**src/rtl/segasys1_sndcmd_rx_if.sv**
```systemverilog
`timescale 1ns/1ps
`default_nettype none
// +--------------------------------------------------------------------------+
// | segasys1_sndcmd_rx_if : main-to-sound command channel and sound-CPU bus  |
// | Rev 1.0                                                                  |
// +--------------------------------------------------------------------------+
interface segasys1_sndcmd_rx_if;
  logic        SNDRQ;
  logic [7:0]  SNDNO;
  logic        SCPU_CLK_EN;
  logic [15:0] SCPU_AD;
  logic        SCPU_MREQ;
  logic        SCPU_RD;
  logic        SCPU_DV;
  logic [7:0]  SCPU_DO;
  logic        SNMI;
  logic        SIRQ;
  logic        OVFL;

  modport master (
    output SNDRQ, SNDNO, SCPU_CLK_EN, SCPU_AD, SCPU_MREQ, SCPU_RD,
    input  SCPU_DV, SCPU_DO, SNMI, SIRQ, OVFL
  );

  modport slave (
    input  SNDRQ, SNDNO, SCPU_CLK_EN, SCPU_AD, SCPU_MREQ, SCPU_RD,
    output SCPU_DV, SCPU_DO, SNMI, SIRQ, OVFL
  );
endinterface
`default_nettype wire

```
**src/rtl/segasys1_sndcmd_rx.sv**
```systemverilog
`timescale 1ns/1ps
`default_nettype none
// +--------------------------------------------------------------------------+
// | segasys1_sndcmd_rx : sound-CPU command FIFO, edge-per-command NMI and    |
// | periodic IRQ generator.                                   Rev 1.0        |
// +--------------------------------------------------------------------------+
module segasys1_sndcmd_rx #(
  parameter int DEPTH_LOG2 = 2,
  parameter int NMI_GAP    = 8,
  parameter int IRQ_PERIOD = 16384,
  parameter int IRQ_WIDTH  = 64
) (
  input  wire logic           CLK48M,
  input  wire logic           RESET,
  segasys1_sndcmd_rx_if.slave bus
);

  localparam int DEPTH = 1 << DEPTH_LOG2;
  localparam int GAP_W = $clog2(NMI_GAP + 1);

  localparam logic [DEPTH_LOG2:0]   CNT_FULL = (DEPTH_LOG2 + 1)'(DEPTH);
  localparam logic [DEPTH_LOG2:0]   CNT_ONE  = (DEPTH_LOG2 + 1)'(1);
  localparam logic [DEPTH_LOG2-1:0] PTR_ONE  = DEPTH_LOG2'(1);
  localparam logic [GAP_W-1:0]      GAP_LOAD = GAP_W'(NMI_GAP);
  localparam logic [GAP_W-1:0]      GAP_ONE  = GAP_W'(1);
  localparam logic [15:0]           IRQ_LAST = 16'(IRQ_PERIOD - 1);
  localparam logic [15:0]           IRQ_HIGH = 16'(IRQ_WIDTH);

  typedef enum logic [1:0] {
    S_IDLE   = 2'd0,
    S_ASSERT = 2'd1,
    S_GAP    = 2'd2
  } nmi_state_e;

  logic [7:0]            mem_q [DEPTH];
  logic [DEPTH_LOG2-1:0] wr_ptr_q, rd_ptr_q;
  logic [DEPTH_LOG2:0]   count_q, count_d;
  logic [7:0]            hold_q;
  logic                  ovfl_q;
  logic                  rd_q;

  nmi_state_e            state_q, state_d;
  logic [GAP_W-1:0]      gap_q, gap_d;
  logic                  snmi;

  logic [15:0]           irq_cnt_q;
  logic                  sirq_q;

  logic                  cs;
  logic                  rd_now;
  logic                  pop;
  logic                  push_ok;
  logic                  not_empty;
  logic [7:0]            head;

  // Read decode: the whole $E000-$FFFF window aliases the command latch.
  assign cs        = (bus.SCPU_AD[15:13] == 3'b111) & bus.SCPU_MREQ;
  assign rd_now    = cs & bus.SCPU_RD;
  assign not_empty = (count_q != '0);
  assign head      = mem_q[rd_ptr_q];

  // Pop on the trailing edge of the read so the data is stable for the cycle.
  assign pop     = rd_q & ~rd_now & not_empty;
  assign push_ok = bus.SNDRQ & ((count_q != CNT_FULL) | pop);

  assign bus.SCPU_DV = rd_now;
  assign bus.SCPU_DO = not_empty ? head : hold_q;
  assign bus.SNMI    = snmi;
  assign bus.SIRQ    = sirq_q;
  assign bus.OVFL    = ovfl_q;

  always_comb begin
    count_d = count_q;
    case ({push_ok, pop})
      2'b10:   count_d = count_q + CNT_ONE;
      2'b01:   count_d = count_q - CNT_ONE;
      default: count_d = count_q;
    endcase
  end

  always_ff @(posedge CLK48M) begin
    if (push_ok) begin
      mem_q[wr_ptr_q] <= bus.SNDNO;
    end
  end

  always_ff @(posedge CLK48M or posedge RESET) begin
    if (RESET) begin
      wr_ptr_q <= '0;
      rd_ptr_q <= '0;
      count_q  <= '0;
      hold_q   <= 8'h00;
      ovfl_q   <= 1'b0;
      rd_q     <= 1'b0;
    end else begin
      rd_q    <= rd_now;
      count_q <= count_d;
      if (push_ok) begin
        wr_ptr_q <= wr_ptr_q + PTR_ONE;
      end
      if (pop) begin
        rd_ptr_q <= rd_ptr_q + PTR_ONE;
        hold_q   <= head;
      end
      if (bus.SNDRQ & ~push_ok) begin
        ovfl_q <= 1'b1;
      end
    end
  end

  always_ff @(posedge CLK48M or posedge RESET) begin
    if (RESET) begin
      state_q <= S_IDLE;
      gap_q   <= '0;
    end else begin
      state_q <= state_d;
      gap_q   <= gap_d;
    end
  end

  // Exits use count_d so a pop landing on the same edge cannot leave NMI stuck high.
  always_comb begin
    state_d = state_q;
    gap_d   = gap_q;
    snmi    = 1'b0;
    case (state_q)
      S_IDLE: begin
        if (not_empty && (count_d != '0)) begin
          state_d = S_ASSERT;
        end
      end
      S_ASSERT: begin
        snmi = 1'b1;
        if (pop) begin
          state_d = S_GAP;
          gap_d   = GAP_LOAD;
        end else if (!not_empty) begin
          state_d = S_IDLE;
        end
      end
      S_GAP: begin
        if (gap_q == '0) begin
          state_d = (count_d != '0) ? S_ASSERT : S_IDLE;
        end else if (bus.SCPU_CLK_EN) begin
          gap_d = gap_q - GAP_ONE;
          if (gap_q == GAP_ONE) begin
            state_d = (count_d != '0) ? S_ASSERT : S_IDLE;
          end
        end
      end
      default: begin
        state_d = S_IDLE;
      end
    endcase
  end

  always_ff @(posedge CLK48M or posedge RESET) begin
    if (RESET) begin
      irq_cnt_q <= 16'd0;
      sirq_q    <= 1'b0;
    end else if (bus.SCPU_CLK_EN) begin
      irq_cnt_q <= (irq_cnt_q == IRQ_LAST) ? 16'd0 : irq_cnt_q + 16'd1;
      sirq_q    <= (irq_cnt_q < IRQ_HIGH);
    end
  end

endmodule
`default_nettype wire

```
**src/flat_wrapper.sv**
```systemverilog
// flat-port wrapper written by rule: the top's interface ports become plain ports
module segasys1_sndcmd_rx_flat 
#(
  parameter int DEPTH_LOG2 = 2,
  parameter int NMI_GAP    = 8,
  parameter int IRQ_PERIOD = 16384,
  parameter int IRQ_WIDTH  = 64
)
  (CLK48M, RESET, bus_SNDRQ, bus_SNDNO, bus_SCPU_CLK_EN, bus_SCPU_AD, bus_SCPU_MREQ, bus_SCPU_RD, bus_SCPU_DV, bus_SCPU_DO, bus_SNMI, bus_SIRQ, bus_OVFL);
  segasys1_sndcmd_rx_if bus_i ();
  input  wire logic CLK48M;
  input  wire logic RESET;
  input wire logic [$bits(bus_i.SNDRQ)-1:0] bus_SNDRQ;
  input wire logic [$bits(bus_i.SNDNO)-1:0] bus_SNDNO;
  input wire logic [$bits(bus_i.SCPU_CLK_EN)-1:0] bus_SCPU_CLK_EN;
  input wire logic [$bits(bus_i.SCPU_AD)-1:0] bus_SCPU_AD;
  input wire logic [$bits(bus_i.SCPU_MREQ)-1:0] bus_SCPU_MREQ;
  input wire logic [$bits(bus_i.SCPU_RD)-1:0] bus_SCPU_RD;
  output wire logic [$bits(bus_i.SCPU_DV)-1:0] bus_SCPU_DV;
  output wire logic [$bits(bus_i.SCPU_DO)-1:0] bus_SCPU_DO;
  output wire logic [$bits(bus_i.SNMI)-1:0] bus_SNMI;
  output wire logic [$bits(bus_i.SIRQ)-1:0] bus_SIRQ;
  output wire logic [$bits(bus_i.OVFL)-1:0] bus_OVFL;
  assign bus_i.SNDRQ = bus_SNDRQ;
  assign bus_i.SNDNO = bus_SNDNO;
  assign bus_i.SCPU_CLK_EN = bus_SCPU_CLK_EN;
  assign bus_i.SCPU_AD = bus_SCPU_AD;
  assign bus_i.SCPU_MREQ = bus_SCPU_MREQ;
  assign bus_i.SCPU_RD = bus_SCPU_RD;
  assign bus_SCPU_DV = bus_i.SCPU_DV;
  assign bus_SCPU_DO = bus_i.SCPU_DO;
  assign bus_SNMI = bus_i.SNMI;
  assign bus_SIRQ = bus_i.SIRQ;
  assign bus_OVFL = bus_i.OVFL;
  segasys1_sndcmd_rx #(.DEPTH_LOG2(DEPTH_LOG2), .NMI_GAP(NMI_GAP), .IRQ_PERIOD(IRQ_PERIOD), .IRQ_WIDTH(IRQ_WIDTH)) u_core (.CLK48M(CLK48M), .RESET(RESET), .bus(bus_i));
endmodule
```
**config.mk**
```make
export PLATFORM = sky130hd
export DESIGN_NAME = segasys1_sndcmd_rx_flat
export DESIGN_NICKNAME = d
export VERILOG_FILES = /design/src/rtl/segasys1_sndcmd_rx_if.sv /design/src/rtl/segasys1_sndcmd_rx.sv /design/src/flat_wrapper.sv
export SDC_FILE = /design/constraint.sdc
export NUM_CORES = 1
export LEC_CHECK = 0
export ABC_AREA = 1
export BUFFER_PORTS_ARGS = -buffer_cell sky130_fd_sc_hd__buf_4
export CORE_AREA = 4 4 98 100
export CTS_CLUSTER_SIZE = 8
export DETAILED_ROUTE_END_ITERATION = 6
export DIE_AREA = 0 0 102 104
export GPL_ROUTABILITY_DRIVEN = 1
export HOLD_SLACK_MARGIN = 0.05
export REMOVE_ABC_BUFFERS = 1
export SYNTH_ARGS = -nofsm -noshare
export SYNTH_HDL_FRONTEND = slang
export SYNTH_SLANG_ARGS = --single-unit
```
**constraint.sdc**
```tcl
create_clock -name CLK48M -period 2.67 [get_ports CLK48M]
set_input_delay 0.267 -clock CLK48M [delete_from_list [all_inputs] [get_ports CLK48M]]
set_output_delay 0.267 -clock CLK48M [all_outputs]
set_load 0.005 [all_outputs]
```
## Word level (Yosys, flattened, before mapping)

Memory sizes are Yosys's and may differ from the RTL's.
Cells that the tools add are included.

| storage, ports and cells | value |
|---|---|
| register bits | 40 |
| bits in writable memories | 32 |
| logic and storage cells | 68 |
| memories kept | 1 |

Memory list:

| name | words | width | read ports | clocked after memory_dff | wr ports | RTL line | text |
|---|---|---|---|---|---|---|---|
| u_core.mem_q | 4 | 8 | 1 | 0 | 1 | segasys1_sndcmd_rx.sv:35 | `logic [7:0] mem_q [DEPTH];` |

| operators by class | value |
|---|---|
| add/sub/neg operators | 6 |
| $lt $le $gt $ge | 1 |
| equality and inequality tests | 15 |
| multiplexer cells | 18 |
| bitwise logic cells | 9 |
| reduce and logical (&&, ||, !) cells | 8 |

Operators with widths:

| kind | count |
|---|---|
| $add 16x1->16 const B | 1 |
| $eq 16x14->1 const B | 1 |
| $lt 16x7->1 const B | 1 |
| $mux 16 | 1 |
| $mux 2 | 6 |
| $mux 4 | 3 |
| $mux 8 | 1 |
| $pmux 4 s2 | 1 |
| $reduce_and 4->1 | 2 |
| $and 1x1->1 | 6 |
| $ne 3x2->1 const B | 2 |
| $pmux 2 s3 | 1 |
| $pmux 3 s2 | 1 |
| $reduce_bool 3->1 | 2 |
| $add 2x1->2 const B | 2 |
| $eq 2x1->1 const B | 2 |
| $eq 2x2->1 const B | 2 |
| $eq 4x1->1 const B | 1 |
| $logic_not 4->1 | 1 |
| $mux 1 | 4 |
| $ne 2x1->1 const B | 2 |
| $ne 2x2->1 const B | 2 |
| $sub 4x1->4 const B | 1 |
| $add 3x1->3 const B | 1 |
| other kinds (9) | 10 |

## Logic depth before layout (Yosys ltp)

Gate-level depths: netlist of the first run.

| depth | value |
|---|---|
| word-level depth | 16 |
| mapped depth | 14 |
| gate-level depth less buffers | 14 |

## Least setup slack after synthesis of the first run

OpenSTA, ideal clock, no wires.

| timing path | value |
|---|---|
| kind | register to register |
| from | register u_core.count_q[1] |
| to | register u_core.state_q[0] |
| data arrival time | 1.824 ns |
| data required time | 2.545 ns |
| setup slack | 0.721 ns |
| stages on the path, launching flop included | 14 |
| period minus slack after synthesis | 1.949 ns |
| cells stage by stage | dfrtp_1 > nor2_2 > a21oi_2 > nand3_1 > inv_1 > fa_1 > xnor2_1 > nand2_1 > nand2_1 > nand2_1 > nand2_1 > nand3_1 > o2111ai_1 > nand2_1 |

| between the ends | value |
|---|---|
| longest elaborated chain between the ends | 12 |
| elaborated cells on any way between the ends | 21 |

Ends and longest elaborated chain:

| item | RTL line | text |
|---|---|---|
| start: declaration | segasys1_sndcmd_rx.sv:37 | `logic [DEPTH_LOG2:0] count_q, count_d;` |
| start signal: assignment | segasys1_sndcmd_rx.sv:97 | `count_q <= count_d;` |
| $reduce_bool 3->1 | segasys1_sndcmd_rx.sv:59 | `assign not_empty = (count_q != '0);` |
| $and 1x1->1 | segasys1_sndcmd_rx.sv:63 | `assign pop = rd_q & ~rd_now & not_empty;` |
| $or 1x1->1 | segasys1_sndcmd_rx.sv:64 | `assign push_ok = bus.SNDRQ & ((count_q != CNT_FULL) \| pop);` |
| $and 1x1->1 | segasys1_sndcmd_rx.sv:64 |  |
| $eq 2x1->1 or $eq 2x2->1 (tied branches) | segasys1_sndcmd_rx.sv:74 | `case ({push_ok, pop})` |
| $pmux 3 s2 | segasys1_sndcmd_rx.sv:74 |  |
| $reduce_bool 3->1 | segasys1_sndcmd_rx.sv:128, segasys1_sndcmd_rx.sv:143, segasys1_sndcmd_rx.sv:147 |  |
| $mux 1 | segasys1_sndcmd_rx.sv:143, segasys1_sndcmd_rx.sv:147 |  |
| $mux 2 | segasys1_sndcmd_rx.sv:146 | `if (gap_q == GAP_ONE) begin` |
| $mux 2 | segasys1_sndcmd_rx.sv:144 | `end else if (bus.SCPU_CLK_EN) begin` |
| $mux 2 | segasys1_sndcmd_rx.sv:142 | `if (gap_q == '0) begin` |
| $pmux 2 s3 | segasys1_sndcmd_rx.sv:126 | `case (state_q)` |
| end signal: assignment | segasys1_sndcmd_rx.sv:116 | `state_q <= state_d;` |
| end: declaration | segasys1_sndcmd_rx.sv:42 | `nmi_state_e state_q, state_d;` |

Parallel ways exist; a longest one is shown, timed or not. The select of a mux whose other input is x is not followed.
A chain may end at the register's enable or synchronous reset.

## Worst setup path after layout of the first run

Ends and elaborated chain as after synthesis.

==> flow_summary.yaml, run 1 <==
yosys:
  ys_seq_elements: 72
  synth_common_cells: "50 x nand2_1, 49 x inv_1, 42 x nor2_1, 40 x dfrtp_1, 35 x o21ai_0"
  yosysUniqueCellTypes: 42
  ys_seq_area_share_pct: 57.9
  synth-edff-count: 32
  async_reset_ff_share_pct: 55.6
  synth_top_cell_area_share_pct: 29.6
  yosys.area.top_type: "dfrtp_1"
  yosysWarningCount: 0
  syn-cell-area_sq_um: 3390
  synth_ff_type: "dfrtp_1"
  avgSynthCellArea_sq_um: 9.87
  synth_most_common_cell: "nand2_1"
  synth_cells: 343
  ys_top_cells_by_area: "dfrtp_1 30%, edfxtp_1 28%, nand2_1 5.5%, inv_1 5.4%, o21ai_0 5.2%"
clocking:
  cts-root-buf: "clkbuf_8"
  clock_sinks: 72
  numCtsBuffers: 9
  ctsResizeCount: 0
  cts_max_path_buffers: 2
  cts_tree: "built"
  htree_levels: 3
  cts-hold-fix-buffers: 0
  clk_transition_reported_paths_ns: 0.08
  clock_latency_ns: 0.34
  cts_setup_buffers: 0
die:
  ioPinCount: 42
  dieWidth_um: 102
  die_area_sq_um: 10600
  row_count: 34
  core_sq_um: 8680
  die_y_um: 104
  start_util_pct: 39.0
placed_design:
  post_dp_cell_area_sq_um: 3740
  port-buffer-count: 28
  dpl.hpwl_um: 4410
  finalWeightedCongestion: 0.787
grt:
  grt_pass1_wl_um: 10600
  antenna_found_initial: 0
  grt-ovfl-total: 0
  grt_max_degree: 41
  grt_pass1_vias: 2337
  grt.total_usage_pct: 12.8
detailed_routing:
  route.detailed.drc: 0
  vias_per_cell: 4.71
  final_antenna_net_count: 0
  dr_total_vias: 2325
  first_pass_iters: 4
  drt_iter0_markers: 77
  routed_wl_um: 6250
  wl_per_cell_um: 12.6
setup_path:
  r2r_start: "u_core.count_q[1]"
  path_max_fanout: 6
  setup.worst_path.class: "register to register"
  worst_ep_arrival_time_ns: 2.38
  crit_required_ns: 2.89
  timing.critical_path.from: "u_core.count_q[1]"
  end_kind: "register"
  start_kind: "register"
timing:
  period_needed_ns: 2.16
  max_freq_mhz: 462
  min_period_over_period_pct: 81.0
  hold_violations: 0
  slew_viol_final: 0
  rsz0062_at_grt: "no"
  setup-violations-final: 0
  tightestPinTransition_ns: 0.531
  fin_skew_ns: 0.00902
  finalSetupTns_ns: 0
  relSlewSlack_pct: 64.5
cells_and_area:
  multi_input_area_sq_um: 1180
  utilization_pct: 45.2
  finish.net_count: 420
  drive_above_1_share_pct: 18.7
  antenna-diode-count: 0
  syn2layout_area_growth_pct: 16.0
  fin_area_sq_um: 3930
  register_area_sq_um: 1960
  fill_cells: 857
worst_hold_path:
  hold_path_class: "primary input to asynchronous set/reset pin"
power:
  p_leak_nw: 1.76
  ir_drop_mv: 0.330
  p_per_area_nw_per_um2: 969
run_status:
  outcome: "finished clean"
job:
  max_cap_viol_count: 0
-- state kept, by name, indices dropped and copies added, names as in the netlist --
signal,count
u_core.mem_q,32
u_core.irq_cnt_q,16
u_core.hold_q,8
u_core.gap_q,4
u_core.count_q,3
u_core.rd_ptr_q,2
u_core.state_q,2
u_core.wr_ptr_q,2
u_core.bus.OVFL,1
u_core.bus.SIRQ,1
u_core.rd_q,1
-- where the power goes --
part	internal, W	leakage (nW)	switching, W
sequential	0.00148	0.775	0.000190
combinational	0.000544	0.888	0.000770
clock	0.000427	0.0937	0.000399
-- per-layer routing --
| metal | up-vias | wire length, um | GRT usage (%) | part of all wire (%) |
|---|---|---|---|---|
| li1 | 1206 | - | - | - |
| met4 | 0 | 94 | 5.34 | 1.5 |
| met1 | 1072 | 3000 | 17.0 | 48 |
| met3 | 6 | 219 | 3.35 | 3.5 |
| met5 | - | 0 | 0 | 0 |
| met2 | 41 | 2930 | 19.7 | 47 |
-- worst max-delay path: stages, from the launching register on --
cell and delay [ns]:
dfrtp_1 0.41, nor2_2 0.20, a21oi_2 0.09, nand3_1 0.17
inv_1 0.08, fa_1 0.39, xnor2_1 0.20, nand2_1 0.08
nand2_1 0.06, nand2_1 0.05, nand2_1 0.07, nand3_1 0.09
o2111ai_1 0.08, nand2_1 0.07
-- placed cells by master (no fill, tap or decap), types with 2 or more instances in the layout --
master    synthesis  routed
a21oi_1          10      10
buf_4             0      34
clkbuf_8          0       9
clkinv_2          1       3
dfrtp_1          40      40
edfxtp_1         32      32
ha_1              8       8
inv_1            49      49
inv_2             4       4
nand2_1          50      50
nand2_2           3       3
nand3_1           9       9
nand3b_1          2       2
nor2_1           42      42
nor2_4            3       3
nor3_1            5       5
nor3_2            2       2
nor4_2            2       2
o21ai_0          35      35
o21ai_1           2       2
o22ai_1           8       8
or2_2             2       2
xnor2_1           4       4
xor2_1            6       6
-- cells by family after synthesis --
kind of cell,after synthesis,share of synthesized area (%)
AO/OA/AOI/OAI,62,10.2
XOR/XNOR,10,2.59
adder cells (fa/ha/maj),9,3.55
buffers and inverters,61,7.13
flip-flops,72,57.9
AND/OR/NAND/NOR,129,18.6
-- layout make-up --
class | count | area share [%]
timing repair buffer | 34 | 6.50
clock buffer | 10 | 3.25
tap | 108 | 3.44
clock inverter | 6 | 1.53
sequential | 72 | 50.0
inverter | 54 | 5.19
multi-input combinational | 210 | 30.1
-- per-stage QoR --
stage | worst slack [ns] | hold slack (ns) | total power (W) | std cells
global route | 0.212 | 0.102 | 0.00413 | 494
finish | 0.506 | 0.0435 | 0.00381 | 494
detailed placement | 0.495 | 0.447 | 0.00303 | 478
CTS | 0.450 | 0.0665 | 0.00387 | 494
floorplan | 0.721 | 0.366 | 0.00251 | 336
global placement | 0.561 | 0.433 | 0.00297 | 478
-- path summary, 6_finish.rpt --
path	to	slack (ns)	cells past startpoint
setup / recovery	u_core.state_q[0]	0.51	13
hold / removal	u_core.irq_cnt_q[11]	0.04	3
setup reg to reg	u_core.state_q[0]	0.51	13
hold reg to reg	u_core.bus.OVFL	0.49	1
max in group asynchronous	u_core.hold_q[2]	2.27	3
min in group CLK48M	u_core.mem_q[1][3]	0.13	1
(Power assumes the default switching activity.)
==> run 2, diff against run 1 <==
- clock period: 2.67 -> 1.8 ns (I/O delays scaled with it)
==> flow_summary.yaml, run 2 (synthesis results as in run 1) <==
grt:
  use_met3_pct: 3.15
  grt-ovfl-total: 0
  met1_usage_pct: 17.1
  grt.total_usage_pct: 13.2
  antenna_found_initial: 0
  grt_pass1_vias: 2465
  use_met2_pct: 21.3
  grt-busiest-layer: "met2"
  grt_pass1_wl_um: 11200
  grt_max_degree: 41
power:
  p_comb_share_pct: 41.2
  p_per_area_nw_per_um2: 1460
  ir_drop_mv: 0.566
  switching_share_pct: 36.3
  p_leak_nw: 1.95
  seq_power_share_pct: 38.6
  clkPwrFrac_pct: 20.2
  internal_power_w: 0.00408
  p_switching_w: 0.00232
clocking:
  numCtsBuffers: 9
  clock_sinks: 72
  htree_levels: 3
  cts_tree: "built"
  cts-root-buf: "clkbuf_8"
  clk_transition_reported_paths_ns: 0.08
  cts_max_path_buffers: 2
  clock_latency_ns: 0.34
die:
  ioPinCount: 42
  core_sq_um: 8680
  row_count: 34
  die_y_um: 104
  die_area_sq_um: 10600
  start_util_pct: 39.0
  dieWidth_um: 102
setup_path:
  r2r_start: "u_core.count_q[1]"
  crit_required_ns: 2.03
  crit_slowest_cell: "dfrtp_1"
  end_kind: "register"
  cp_num_buf_inv: 1
  start_kind: "register"
  worst_ep_arrival_time_ns: 2.08
  setup.worst_path.class: "register to register"
  slowest_delay_ns: 0.40
  path_cells: "nor2_2 > a21oi_2 > nand3_2 > inv_2 > fa_2 > xnor2_2 > nand2_1 > nand2_1 > nand2_1 > nand2_2 > nand3_2 > o2111ai_2 > nand2_1"
  path_max_fanout: 2
  critPathTopFamily: "simple AND/OR/NAND/NOR gates"
  cp_common_cell: "nand2_1"
  timing.critical_path.from: "u_core.count_q[1]"
detailed_routing:
  first_pass_iters: 4
  dr_total_vias: 2463
  route.detailed.drc: 0
  routed_wl_um: 6720
  drt_iter0_markers: 50
  final_antenna_net_count: 0
  vias_per_cell: 4.67
  wl_per_cell_um: 12.8
job:
  max_cap_viol_count: 0
cells_and_area:
  fin_area_sq_um: 4370
  drive_above_1_share_pct: 30.3
  finish.net_count: 453
  largest_reg_flops: 32
  syn2layout_area_growth_pct: 29.1
  regMostFlops: "u_core.mem_q"
  largestRegisters: "u_core.mem_q (32), u_core.irq_cnt_q (16), u_core.hold_q (8)"
  final_common_cell: "buf_4"
  antenna-diode-count: 0
  final_cell_mix: "50 x buf_4, 47 x nand2_1, 46 x inv_1"
  fill_cells: 807
timing:
  max_freq_mhz: 540
  slew_viol_final: 0
  finalSetupTns_ns: -0.0535
  min_period_over_period_pct: 103
  fin_ws_ns: -0.0535
  period_needed_ns: 1.85
  relSlewSlack_pct: 65.6
  hold_violations: 0
  setup-violations-final: 1
  hold_ws_ns: 0.0875
  rsz0062_at_grt: "yes"
  tightestPinTransition_ns: 0.517
  fin_skew_ns: 0.0108
placed_design:
  post_dp_cell_area_sq_um: 3860
  dpl.hpwl_um: 4600
  port-buffer-count: 28
  finalWeightedCongestion: 0.787
run_status:
  outcome: "finished, violations left"
  violations: "negative setup slack"
worst_hold_path:
  hold_path_class: "primary input to register"
  hp-start: "bus_SCPU_RD"
run 2: cell count changes in the layout (fill, tap and decap cells not counted), moves of 7 or more:
cell	change
o22ai_2	+7
o21ai_2	+7
o22ai_1	-7
dlygate4sd3_1	+9
o21ai_0	-21
o21ai_1	+14
buf_4	+16
run 2: final cells by class:
class / count / area (sq um) / share of cell area, %
Inverter: 54 / 209 / 4.78
Clock buffer: 9 / 124 / 2.83
Timing Repair Buffer: 66 / 552 / 12.6
Clock inverter: 7 / 76.3 / 1.75
Sequential cell: 72 / 1960 / 44.9
Multi-Input combinational cell: 210 / 1310 / 29.9
Timing Repair inverter: 1 / 5.00 / 0.115
Tap cell: 108 / 135 / 3.09
run 2: metal layers:
metal | wire [um] | vias to the layer above
met5 | 0 | -
met1 | 3080 | 1151
met3 | 227 | 4
li1 | - | 1270
met4 | 70 | 0
met2 | 3340 | 38
run 2: worst min-delay path: cells and delay by family:
kind / cells / cell delay (ns)
buf+inv: 1 / 0.11
simple gates: 2 / 0.09
run 2: final timing paths:
kind                                        endpoint  slack, ns  cells past startpoint
worst min-delay path                     u_core.rd_q       0.09                      3
max in group asynchronous         u_core.rd_ptr_q[0]       0.88                      4
worst max register to register     u_core.state_q[0]      -0.05                     13
min in group asynchronous       u_core.irq_cnt_q[10]       0.53                      4
worst min register to register       u_core.bus.SIRQ       0.49                      2
worst max-delay path               u_core.state_q[0]      -0.05                     13
run 2: power groups by stage:
stage / sequential (W) / combinational [W] / clock, W
3_3_place_gp: 0.00245 / 0.00213 / 0
3_5_place_dp: 0.00247 / 0.00218 / 0
5_1_grt: 0.00253 / 0.00296 / 0.00140
6_report: 0.00247 / 0.00264 / 0.00129
2_1_floorplan: 0.00246 / 0.00126 / 0
4_1_cts: 0.00244 / 0.00232 / 0.00132
run 2: timing repair:
action / in CTS / in global routing
resized for setup: 10 / 54
buffers inserted: 3 / 4
cloned: 0 / 2
hold buffers: 9 / 0
endpoints found under the hold margin: 72 / 0
endpoints found under the setup margin: 10 / 10
pin swaps: 4 / 25
run 2: metrics by stage:
| stage | util, % | instances | total power [W] | setup WS (ns) |
|---|---|---|---|---|
| 4_1_cts | 48.4 | 522 | 0.00608 | -0.0839 |
| 3_5_place_dp | 44.5 | 494 | 0.00465 | -0.118 |
| 3_3_place_gp | 44.5 | 494 | 0.00459 | -0.0633 |
| 2_1_floorplan | - | 336 | 0.00373 | -0.149 |
| 6_report | 50.4 | 527 | 0.00640 | -0.0535 |
| 5_1_grt | 50.4 | 527 | 0.00689 | -0.188 |
